`src/rtl/mac_pipe_sat.sv`:
```
// mac_pipe_sat: parametrised pipelined signed multiply-accumulate unit.
//
// Operands are captured in an input register stage. Their full-precision
// product then travels through PIPE_STAGES registers. Alongside it runs a
// valid/clr shift register of the same depth, so each restart request stays
// aligned with its own product. The accumulate stage either restarts from
// the tail product or adds it to the running sum.
//
// Optional feature macro: MAC_SAT_EN
//   defined   -> the accumulator clamps to MAX/MIN on signed overflow
//   undefined -> the accumulator wraps modulo 2^ACC_W
// In both builds overflow is detected and reported on the sticky ovf flag.
//
// Reset is synchronous and active-low.
module mac_pipe_sat #(
   parameter int W           = 14,
   parameter int ACC_W       = 2*W,
   parameter int PIPE_STAGES = 2
) (
   input  logic                    clk,
   input  logic                    reset,
   input  logic signed [W-1:0]     a,
   input  logic signed [W-1:0]     b,
   input  logic                    valid_in,
   input  logic                    clr,
   output logic signed [ACC_W-1:0] f,
   output logic                    valid_out,
   output logic                    ovf
);

   // Input stage: operands and clr are only captured with valid_in
   logic signed [W-1:0]     a_q;
   logic signed [W-1:0]     b_q;
   logic                    clr_q;
   logic                    valid_q;

   // Multiplier: full-precision product, sign-extended to the accumulator width
   logic signed [2*W-1:0]   prod_full;
   logic signed [ACC_W-1:0] prod_ext;

   // Product pipeline plus the matching valid/clr control pipeline
   logic signed [ACC_W-1:0] prod_pipe [PIPE_STAGES];
   logic [PIPE_STAGES-1:0]  valid_pipe;
   logic [PIPE_STAGES-1:0]  clr_pipe;

   // Pipeline tail, seen by the accumulate stage
   logic signed [ACC_W-1:0] tail_prod;
   logic                    tail_valid;
   logic                    tail_clr;

   // Accumulate datapath
   logic signed [ACC_W-1:0] raw_sum;
   logic signed [ACC_W-1:0] acc_next;
   logic                    pos_ovf;
   logic                    neg_ovf;

`ifdef MAC_SAT_EN
   localparam logic signed [ACC_W-1:0] ACC_MAX = {1'b0, {(ACC_W-1){1'b1}}};
   localparam logic signed [ACC_W-1:0] ACC_MIN = {1'b1, {(ACC_W-1){1'b0}}};
`endif

   // Capture operands and clr with valid_in; the valid bit tracks valid_in every cycle
   always_ff @(posedge clk) begin
      if (!reset) begin
         a_q     <= '0;
         b_q     <= '0;
         clr_q   <= 1'b0;
         valid_q <= 1'b0;
      end else begin
         valid_q <= valid_in;
         if (valid_in) begin
            a_q   <= a;
            b_q   <= b;
            clr_q <= clr;
         end
      end
   end

   // Both operands are widened to 2W first, so the signed product cannot be
   // truncated. This includes (-2^(W-1))^2, which needs all 2W bits.
   assign prod_full = (2*W)'(a_q) * (2*W)'(b_q);
   assign prod_ext  = ACC_W'(prod_full);

   // Shift the product and its valid/clr tags down the multiplier pipeline together
   always_ff @(posedge clk) begin
      if (!reset) begin
         valid_pipe <= '0;
         clr_pipe   <= '0;
         for (int i = 0; i < PIPE_STAGES; i++) begin
            prod_pipe[i] <= '0;
         end
      end else begin
         prod_pipe[0]  <= prod_ext;
         valid_pipe[0] <= valid_q;
         clr_pipe[0]   <= clr_q;
         for (int i = 1; i < PIPE_STAGES; i++) begin
            prod_pipe[i]  <= prod_pipe[i-1];
            valid_pipe[i] <= valid_pipe[i-1];
            clr_pipe[i]   <= clr_pipe[i-1];
         end
      end
   end

   assign tail_prod  = prod_pipe[PIPE_STAGES-1];
   assign tail_valid = valid_pipe[PIPE_STAGES-1];
   assign tail_clr   = clr_pipe[PIPE_STAGES-1];

   // Add the tail product to the running sum and detect signed overflow.
   // Overflow means both addends have the same sign but the sum has the other sign.
   always_comb begin
      raw_sum  = f + tail_prod;
      pos_ovf  = !f[ACC_W-1] && !tail_prod[ACC_W-1] &&  raw_sum[ACC_W-1];
      neg_ovf  =  f[ACC_W-1] &&  tail_prod[ACC_W-1] && !raw_sum[ACC_W-1];
      acc_next = raw_sum;
`ifdef MAC_SAT_EN
      if (pos_ovf) begin
         acc_next = ACC_MAX;
      end else if (neg_ovf) begin
         acc_next = ACC_MIN;
      end
`endif
   end

   // Accumulate stage: restart on tail clr, otherwise add; hold on bubbles
   always_ff @(posedge clk) begin
      if (!reset) begin
         f         <= '0;
         valid_out <= 1'b0;
         ovf       <= 1'b0;
      end else begin
         valid_out <= tail_valid;
         if (tail_valid) begin
            if (tail_clr) begin
               f   <= tail_prod;
               ovf <= 1'b0;
            end else begin
               f <= acc_next;
               if (pos_ovf || neg_ovf) begin
                  ovf <= 1'b1;
               end
            end
         end
      end
   end

endmodule

```
`config.mk`:
```
export PLATFORM = sky130hd
export DESIGN_NAME = mac_pipe_sat
export DESIGN_NICKNAME = d
export VERILOG_FILES = /design/src/rtl/mac_pipe_sat.sv
export SDC_FILE = /design/constraint.sdc
export NUM_CORES = 1
export LEC_CHECK = 0
export CORE_ASPECT_RATIO = 1.25
export CORE_MARGIN = 5
export CORE_UTILIZATION = 60
export DETAILED_ROUTE_END_ITERATION = 7
export PLACE_DENSITY = 0.79
export SLEW_MARGIN = 20
export SYNTH_ARGS = -nofsm -noshare
export SYNTH_HDL_FRONTEND = slang
export SYNTH_SLANG_ARGS = --single-unit
```
`constraint.sdc`:
```
create_clock -name clk -period 14.6 [get_ports clk]
set_input_delay 2.19 -clock clk [delete_from_list [all_inputs] [get_ports clk]]
set_output_delay 2.19 -clock clk [all_outputs]
set_load 0.1 [all_outputs]
```
==> Yosys cells after proc, flatten, opt, wreduce, memory -nomap -nowiden <==
Memories as Yosys holds them, arrays and structs flattened.
Index checks and enable logic that the tools add are counted.
{ "op_classes": {"addsub": 1, "n_mul": 1, "mux": 7, "n_bitwise": 2, "n_reduce_logical": 10} }
{ "op_table": {"columns": ["cell", "count"], "rows": [
  ["$mux 28", 3],
  ["$add 28x28->28", 1],
  ["$mul 14x14->28", 1],
  ["$logic_and 1x1->1", 4],
  ["$mux 1", 4],
  ["$logic_not 1->1", 3],
  ["$or 1x1->1", 2],
  ["$reduce_and 2->1", 1],
  ["$reduce_bool 2->1", 1],
  ["$logic_or 1x1->1", 1]
]} }
{ "word_totals": {"register_bits": 64, "ram_bits": 56, "input_bits": 32, "output_inout_bits": 30, "memories": 1} }
{ "memory_table": {"columns": ["name", "depth", "word_bits", "rd", "rd_ports_with_merged_regs", "write_ports", "line_no", "rtl"], "rows": [
  ["prod_pipe", 2, 28, 2, 0, 2, "42", "logic signed [ACC_W-1:0] prod_pipe [PIPE_STAGES];"]
]} }

==> Depth between registers and ports, before layout <==
Gate-level depths: netlist of run 1.
{ "logic_depth": {"ltp_word": 6, "mapped_depth": 24} }

==> Worst setup path before layout of run 1 <==
No wires, ideal clock.
{ "synth_path": {"path_kind": "register to register", "start": "register a_q[13]", "end": "memory prod_pipe[0][26] in the netlist's numbering", "setup_time_ns": 0.128, "t_arrival_ns": 5.690, "required_ns": 14.472, "slack_ns": 8.782, "stages_incl_launch_ff": 21, "n_path_buf": 1, "cell_sequence": "dfxtp_1 > clkbuf_1 > nand2_1 > fa_1 > fa_1 > inv_1 > fa_1 > fa_1 > fa_1 > inv_1 > fa_1 > inv_1 > ha_1 > a21o_1 > a21o_1 > a21o_1 > a21oi_1 > o211ai_1 > a41oi_1 > xor2_1 > nor2_1"} }
{ "synth_lines": {"columns": ["element", "line_no", "rtl"], "rows": [
  ["start, declared", "32", "logic signed [W-1:0] a_q;"],
  ["start signal, assigned", "65", "a_q <= '0;"],
  ["start signal, assigned", "72", "a_q <= a;"],
  ["end, declared", "42", null]
]} }

==> metrics, run 1 <==
Synth Area in XOR/XNOR 3.234%; Max stage delay on crit path 0.75 ns; final hold vios 0; DRT iter0 DRCs 414; TritonCTS clock tree built; Hold Path Sink prod_pipe[0][31]; Final #Nets 1,725; largest family of logic cells by synthesized area adder cells; RSZ-0062 raised after global routing false; Peak VDD IR slightly below 90 uV; WHS 0.4263 ns; max-slew violations 0; final worst path period need 6.267 ns; global route total overflow 0; Core ar. 20,890 um^2; #FFs+latches synth 120; hold path cells 1; worst skew pair latency 0.42 ns; htree depth 4; routed vias/inst 5.443; Syn Inst Count 1,378; largest net degree at the start of global routing 63; crit path max fanout 15; top cell type's share of synthesized area 30.83%; post-synth cell types 62; vias in the first global route 9,836; Cell Area, Synth 12,730 um^2; R2R Setup Slk 8.33 ns; antenna violations before repair 0; Slowest cell on crit path fa_1; R2R Path End prod_pipe[0][26]; CTS Buffer Depth 2; DRT antenna net count 0; WP data arrival 6.54 ns; Worst Min Path Start prod_pipe[0][3]; reg2reg path depth 19; syn nets 1,702; Primary FF master, synth dfxtp_1; setup violators final 0; clock transition at the registers of the reported paths 0.06 ns; HP Class register to register; Fmax achieved ~160 MHz; CTS Sinks 120; final cycle utilization of the critical path 42.92%; row count between 50 and 60; Synth Area in Adders 40.27%; compound-cell area share of the yosys netlist ~9.7%; TritonRoute pass-1 iters 5; Worst Skew 0.01943 ns; async set or reset register ratio after synthesis 0%; GRT Overall Usage 23.51%; max_cap viols 0; Fin Setup TNS 0 ns; WL met1 11,570 um; run status finished, final reports clean; share of layout cells above drive strength 1 3.614%; leakage power ~7 nW; port buffer count 61; met2 wire length 13,880 um; postcts setup bufs 0; worst r2r src a_q[13]; Top Ports slightly above 60; die area 24,240 um^2; cells along the critical path nand2_1 > fa_1 > fa_1 > inv_1 > fa_1 > fa_1 > fa_1 > inv_1 > fa_1 > inv_1 > ha_1 > a21o_1 > a21o_1 > a21o_1 > a21oi_1 > o211ai_1 > a41oi_1 > xor2_1 > nor2_1; Crit. End Element register; initial core utilization just over 60%; Critical Path RT 14.87 ns; dpl hpwl 21,110 um; n_diodes 0; post_cts resized 0; Synth area leader fa_1; Die X 140.3 um; CTS buffer count 17; die height between 150 and 200 um; Avg Inst Size Synth slightly above 9 um^2; Worst slew margin 32.25%; worst-margin pin slew about 1.0 ns; highest routed metal layer met4; Routability Congestion 0.9337; wire length of the first global-routing pass 47,060 um; synth warn 0; Fill cells 1,638; DRC errors left 0; root buf cell clkbuf_16; post-synthesis mux area share 2.910%; WS Path Type register to register; WL met3 1522 um; register area share after synthesis 18.88%; simple-gate share of the synthesized area 16.42%; most used cell along the critical path fa_1; Pwr Density 82.26 nW/um^2; number of synthesized flops with an enable pin 0; routed vias 9,171; Worst setup SP type register; area growth from synthesis to layout 10.27%; final wirelength 27,410 um; main area contributors after synthesis fa_1, dfxtp_1, ha_1; Avg WL per Cell 16.27 um; Hold Buf Count CTS 0
[synth_stat cells, types with 20 or more instances]
master	count
fa_1	196
mux2i_1	37
a21o_1	20
inv_1	231
a21oi_1	35
and2_1	143
xnor2_1	30
ha_1	96
clkbuf_1	56
o21ai_0	30
dfxtp_1	120
nor2_1	96
nand2_1	118
[worst max-delay path by stage]
stage | slack, ns | start | end
2_1_floorplan | 8.78 | a_q[13] | prod_pipe[0][26]
3_3_place_gp | 8.50 | a_q[13] | prod_pipe[0][26]
3_5_place_dp | 8.38 | a_q[13] | prod_pipe[0][26]
4_1_cts | 8.33 | a_q[13] | prod_pipe[0][26]
5_1_grt | 7.96 | a_q[13] | prod_pipe[0][26]
6_report | 8.33 | a_q[13] | prod_pipe[0][26]
[power by group]
part / internal [W] / switching [W] / leakage (nW)
Combinational: 0.000148 / 0.000198 / 5.54
Sequential: 0.000360 / 0.0000334 / 0.983
Clock: 0.000261 / 0.000153 / 0.277
Total: 0.000770 / 0.000385 / 6.80
[final cells by class]
type | count | area [um^2] | share of cell area (%)
clock inverters | 8 | 98.84 | 0.7043
multi-input cells | 966 | 9229 | 65.76
inverters | 233 | 874.6 | 6.232
clock buffers | 21 | 470.5 | 3.352
repair buffers | 63 | 615.6 | 4.386
well taps | 274 | 342.8 | 2.443
flip-flops and latches | 120 | 2404 | 17.13
[per-stage QoR]
stage                     util [%]  power (W)  instances  cell area [um^2]  setup WS [ns]
after floorplan                  -  0.0006616       1378             12730          8.782
after global placement       64.45  0.0007276       1656             13470          8.501
after detailed placement     64.45  0.0007447       1656             13470          8.378
after CTS                    67.18   0.001162       1685             14030          8.333
after global routing         67.18   0.001232       1685             14030          7.956
final                        67.18   0.001154       1685             14030          8.333
[cell usage in the layout, fill, tap and decap left out, drive strengths merged, types with 3 or more instances in the layout]
master / count
a21oi: 37
nor3b: 3
a21o: 20
xnor2: 30
buf: 4
o21a: 8
and3: 5
nand2b: 12
inv: 233
nand2: 118
a31oi: 13
clkbuf: 21
a211oi: 6
nand3: 10
mux2i: 37
o21bai: 10
nor2: 97
fa: 196
nor3: 8
o31ai: 3
o211ai: 17
dfxtp: 120
o31a: 3
and2: 143
clkdlybuf4s50: 59
o211a: 3
nor2b: 3
xor2: 17
ha: 96
a311oi: 3
o21ai: 32
nand4: 7
clkinv: 4
[flip-flops by register name (all words and copies together) (netlist names)]
register	count
clr_q	1
valid_q	1
a_q	14
valid_out	1
valid_pipe	2
f	28
ovf	1
b_q	14
clr_pipe	2
prod_pipe	56
[metal layers]
layer  vias to the layer above  GRT usage [%]
li1                       4380              -
met1                      4508          29.61
met2                       245          41.43
met3                        38          4.641
met4                         0          5.937
met5                         -              0
[cells by family (layout without fill, tap and decap cells)]
group           count (synthesis)  after routing
compound gates                173            173
xor+xnor                       47             47
mux                            37             37
buf+inv                       292            325
simple gates                  417            417
flops                         120            120
fa+ha+maj                     292            292
[worst max-delay path: cells and delay by family (launching register included)]
| kind | cells | cell delay, ns |
|---|---|---|
| AOI/OAI and AO/OA | 6 | 1.15 |
| adders and majority gates | 7 | 3.63 |
| and+or+nand+nor | 2 | 0.29 |
| xor gates and xnor gates | 1 | 0.16 |
| buffers and inverters | 3 | 0.24 |
| DFF | 1 | 0.65 |
Note: power is estimated with default switching activity, not from simulation.
==> run 2: changes to the inputs <==
--- a/config.mk
+++ b/config.mk
@@ -7,7 +7,7 @@
 export LEC_CHECK = 0
 export CORE_ASPECT_RATIO = 1.25
 export CORE_MARGIN = 5
-export CORE_UTILIZATION = 60
+export CORE_UTILIZATION = 57
 export DETAILED_ROUTE_END_ITERATION = 7
 export PLACE_DENSITY = 0.79
 export SLEW_MARGIN = 20
==> constraint.sdc (replaced) <==
create_clock -name clk -period 5.05 [get_ports clk]
set_input_delay 0.7575 -clock clk [delete_from_list [all_inputs] [get_ports clk]]
set_output_delay 0.7575 -clock clk [all_outputs]
set_load 0.1 [all_outputs]
==> run 2 against run 1 <==
Effect of this change: the run now ends with setup timing left; clock-buffer cell count down 3; final cell count up 8.5%; worst hold slack better by 0.0032 ns; critical path depth up 2; first-iteration DRC count up 31%; fmax up 12%; flip-flop and latch count unchanged; register-to-register slack worse by 8.9 ns; clock skew down 0.0072 ns; sequential share of layout area down 1.4 points; combinational power rose to 3.9 times the previous value; largest cell class unchanged.
==> metrics, run 2 (same netlist as run 1, synthesis figures left out) <==
CTS Sinks 120 (unchanged); max-slew violations 0 (unchanged); top flop regs prod_pipe: 56 flops, f: 28 flops; worst path bufs/invs 4 (+1); DRT antenna net count 0 (unchanged); share of layout cells above drive strength 1 17.80% (+14 points); Worst Min Path Start prod_pipe[0][12]; crit path max fanout 4 (-11); run status finished, violations left; Worst Skew 0.01221 ns (-0.007222 ns); final wirelength 31,560 um (+15%); worst setup slack after layout -0.5320 ns (-8.865 ns); clock transition at the registers of the reported paths 0.07 ns (about the same); dpl cell area 14,510 um^2 (+7.7%); vias in the first global route 11,052 (+12%); setup violators final 15 (+15); root buf cell clkbuf_16; Avg WL per Cell 17.26 um (+6.1%); max_cap viols 0 (unchanged); WS Path Type register to register; TritonRoute pass-1 iters 5 (unchanged); Pwr Density 230.3 nW/um^2 (+180%); Internal Power 0.002302 W (+200%); routed vias/inst 5.553 (+2.0%); Crit. End Element register; clock power share 31.7% (-4.2 points); sw frac 35.84% (+2.5 points); Core ar. 22,130 um^2 (+5.9%); most used cell along the critical path fa_1; Slowest cell on crit path fa_1; worst-margin pin slew 1.044 ns (+0.02818 ns); Routability Congestion 0.9074 (-2.8%); leakage power 7.561 nW (+11%); port buffer count 61 (unchanged); RSZ-0062 raised after global routing true; final cycle utilization of the critical path 110.5% (+68 points); largest net degree at the start of global routing 63 (unchanged); max reg flops 56 (unchanged); initial core utilization 57.50% (-3.4 points); Critical Path RT 5.34 ns (-9.53 ns); Top Ports 62 (unchanged); wire length of the first global-routing pass 52,720 um (+12%); leading cell type in the layout, fill and taps excluded inv_1; htree depth 4 (unchanged); Fmax achieved 179.1 MHz (+12%); fin area 15,580 um^2 (+11%); Die X 143.7 um (+2.4%); GRT Overall Usage 25.83% (+2.3 points); crit path from a_q[6]; Max stage delay on crit path 0.58 ns (-0.17 ns); area growth from synthesis to layout 22.39%; Reg power frac 30.8% (-3.3 points); Worst setup SP type register; TritonCTS clock tree built; failing checks setup timing; final worst path period need 5.582 ns (-0.6849 ns); row count 61 (+3.4%); Fill cells 1,585 (-3.2%); Peak VDD IR 261.5 uV (+200%); die area 25,440 um^2 (+4.9%); Logic pwr share 37.5% (+7.5 points); cells along the critical path and2_1 > fa_1 > inv_1 > fa_1 > inv_1 > fa_1 > fa_1 > fa_1 > inv_1 > fa_1 > inv_2 > ha_4 > a21o_1 > nand2_2 > nand2b_1 > a21o_1 > a221oi_4 > o211ai_1 > a41oi_2 > xor2_1 > nor2_1; Hold Buf Count CTS 0 (unchanged); Worst slew margin 30.37% (-1.9 points); dpl hpwl 23,560 um (+12%); antenna violations before repair 0 (unchanged); global route total overflow 0 (unchanged); worst r2r src a_q[6]; WP data arrival 5.87 ns (-0.67 ns); Biggest register prod_pipe; DRC errors left 0 (unchanged); DRT iter0 DRCs 544 (+31%); HP Class register to register; P_sw 0.001286 W (+230%); CTS Buffer Depth 2 (unchanged); most frequent cells in the layout inv_1, fa_1, and2_1; worst skew pair latency 0.43 ns (about the same); final hold vios 0 (unchanged); Final #Nets 1,856 (+7.6%); Fin Setup TNS -5.753 ns (-5.753 ns); Crit path max-delay family adder cells; routed vias 10,151 (+11%); die height 177.1 um (+2.4%); CTS buffer count 17 (unchanged); n_diodes 0 (unchanged)
-- run 2: layer usage --
metal  track usage [%]  vias up  wire [um]
met5                 0        -          0
met4             11.30        0       1280
met3             4.622      121       1574
met2             46.33      344      16820
met1             29.91     5047      11880
li1                  -     4639          -
-- run 2: metrics by stage --
| stage | hold WS (ns) | setup WS [ns] | utilization, % | power (W) | instances |
|---|---|---|---|---|---|
| floorplan | 0.4119 | -0.2544 | - | 0.001939 | 1378 |
| global placement | 0.4138 | -0.3573 | 65.55 | 0.002287 | 1781 |
| detailed placement | 0.4185 | -0.4462 | 65.55 | 0.002343 | 1781 |
| CTS | 0.4309 | -0.4188 | 69.65 | 0.003556 | 1826 |
| global route | 0.4360 | -0.7718 | 70.37 | 0.003810 | 1828 |
| finish | 0.4295 | -0.5320 | 70.37 | 0.003588 | 1828 |
-- run 2: timing repair --
item / in CTS / in global routing
gates resized for setup: 69 / 28
endpoints found under the setup margin: 16 / 17
pin swaps: 32 / 41
buffers inserted: 14 / 5
-- run 2: path summary, 6_finish.rpt --
check                                         to  cells past startpoint  slack (ns)
worst min register to register  prod_pipe[0][40]                      1        0.43
worst min-delay path            prod_pipe[0][40]                      1        0.43
worst max-delay path            prod_pipe[0][26]                     21       -0.53
worst max register to register  prod_pipe[0][26]                     21       -0.53
-- run 2: area by class of cell --
class	instances	area, um^2	area share (%)
clock inverters	14	100.1	0.6426
multi-input cells	966	9603	61.65
inverters	233	874.6	5.615
repair buffers	194	1753	11.25
clock buffers	18	439.2	2.820
well taps	283	354.1	2.273
flip-flops and latches	120	2452	15.74
-- run 2: power groups by stage --
stage	sequential, W	clock [W]	combinational (W)
floorplan	0.00115	0	0.000792
global placement	0.00112	0	0.00116
detailed placement	0.00113	0	0.00122
CTS	0.00111	0.00115	0.00130
global route	0.00112	0.00119	0.00150
finish	0.00111	0.00114	0.00134
==> run 3: changes to the inputs <==
--- a/config.mk
+++ b/config.mk
@@ -10,6 +10,7 @@
 export CORE_UTILIZATION = 57
 export DETAILED_ROUTE_END_ITERATION = 7
 export PLACE_DENSITY = 0.79
+export RECOVER_POWER = 50
 export SLEW_MARGIN = 20
 export SYNTH_ARGS = -nofsm -noshare
 export SYNTH_HDL_FRONTEND = slang
==> results of run 3 <==
Same layout as run 2: the final DEF is identical, and so are final timing and power.
==> RTL change (settings of run 2) <==
Add a define of `MAC_SAT_EN`.
--- a/src/rtl/mac_pipe_sat.sv
+++ b/src/rtl/mac_pipe_sat.sv
@@ -12,6 +12,8 @@
 // In both builds overflow is detected and reported on the sticky ovf flag.
 //
 // Reset is synchronous and active-low.
+`define MAC_SAT_EN
+
 module mac_pipe_sat #(
    parameter int W           = 14,
    parameter int ACC_W       = 2*W,
Function: changed (a bounded check fails within 10 cycles, from zero or initial values and one cycle with reset low).
==> RTL change against run 2 <==
The run still ends with negative setup slack left. Total power up 6.0%. Sequential cell count unchanged. First-iteration DRC count down 0.55%. Worst setup slack worse by 260 ps. Final area up 1.4%. Synthesized area up 2.3%. Routed wire length up 11%. Critical endpoint is now prod_pipe[0][23]. Largest power group unchanged.
==> RTL change: results (changes against run 2) <==
[outcome]
status=finished, violations left
violations=negative setup slack

[grt]
grt_pass1_wl_um=57600  ; +9.3%
use_met3_pct=4.37  ; -0.25 points
grt_start_max_net_pins=51  ; -19%
track_usage_pct=27.5  ; +1.6 points
grtUsageMet1_pct=30.4  ; +0.52 points

[placement]
routabilityCongestion=0.913  ; +0.63%

[yosys]
yosys-top-cells-area=fa_1, dfxtp_1, ha_1, and2_1, inv_1
syn_nets=1774  ; +4.2%
synth.distinct_cells=63  ; +1.6%
synth_commonest_cells=inv_1, fa_1, and2_1

[timing]
setup_viol=17  ; +2
fin_ws_ps=-789  ; -257 ps
maxSlewHeadroom_pct=28.5  ; -1.8 points
finalClockSkew_ps=17.0  ; +4.79 ps

[layout]
n_all_inverters=230  ; -1.3%
nNonClkBuffers=209  ; +7.7%
multi_input_comb_cells=1042  ; +7.9%
buffer_area_share_pct=11.4  ; +0.14 points
regArea_mm2=0.00242  ; -1.4%
final_nets=1944  ; +4.7%

[critical_path]
max_stage_delay_ps=550  ; -30 ps
crit_fanout=5  ; +1

[route]
wl_met1_um=13300  ; +12%
met2_length_um=18600  ; +11%
vias=10700  ; +5.8%
wl_met3_um=1620  ; +2.7%
drt-wirelength-per-cell_um=18.2  ; +5.6%
drtIter0Drc=541  ; -0.55%

[power_and_ir_drop]
irDropWorstVdd_uv=261  ; -0.18%
swShare_pct=34.4  ; -1.4 points
p_leak_nw=7.73  ; +2.3%

-- RTL change: changes by cell type in the layout (fill, tap and decap cells not counted), sizes merged, moves of 7 or more --
cell | before | now
o21ai | 32 | 73
nand2 | 118 | 135
buf | 135 | 149
o211ai | 17 | 4
nor3 | 8 | 17
a21oi | 37 | 64
o21bai | 10 | 3
-- RTL change: through the flow --
| stage | util (%) | area, µm² | total power, W | TNS [ps] | cells |
|---|---|---|---|---|---|
| 2_1_floorplan | - | 13200 | 0.00194 | -3040 | 1450 |
| 3_3_place_gp | 66.6 | 14900 | 0.00232 | -4890 | 1869 |
| 3_5_place_dp | 66.6 | 14900 | 0.00239 | -6770 | 1869 |
| 4_1_cts | 70.3 | 15700 | 0.00377 | -8640 | 1914 |
| 5_1_grt | 70.6 | 15800 | 0.00402 | -12190 | 1916 |
| 6_report | 70.6 | 15800 | 0.00380 | -8830 | 1916 |
-- RTL change: power by group through the flow --
stage	registers, W	clock network, W	logic, W
finish	0.00110	0.00134	0.00137
global route	0.00111	0.00140	0.00152
CTS	0.00110	0.00134	0.00133
detailed placement	0.00112	0	0.00127
global placement	0.00111	0	0.00120
floorplan	0.00113	0	0.000814
-- RTL change: kinds of logic (layout without fill, tap and decap cells) --
group	Yosys count	after routing	share of synthesized area, %
compound gates	228	228	11.0
xor+xnor	47	47	3.16
fa+ha+maj	292	292	39.4
buf+inv	288	471	8.49
flops	120	120	18.4
mux	34	34	2.66
simple gates	441	441	16.9
-- RTL change: final timing paths --
path / end / cells after the start / slack [ps] / startpoint
max reg2reg: prod_pipe[0][23] / 22 / -790 / b_q[2]
max: prod_pipe[0][23] / 22 / -790 / b_q[2]
min: valid_pipe[1] / 1 / 420 / valid_pipe[0]
min reg2reg: valid_pipe[1] / 1 / 420 / valid_pipe[0]
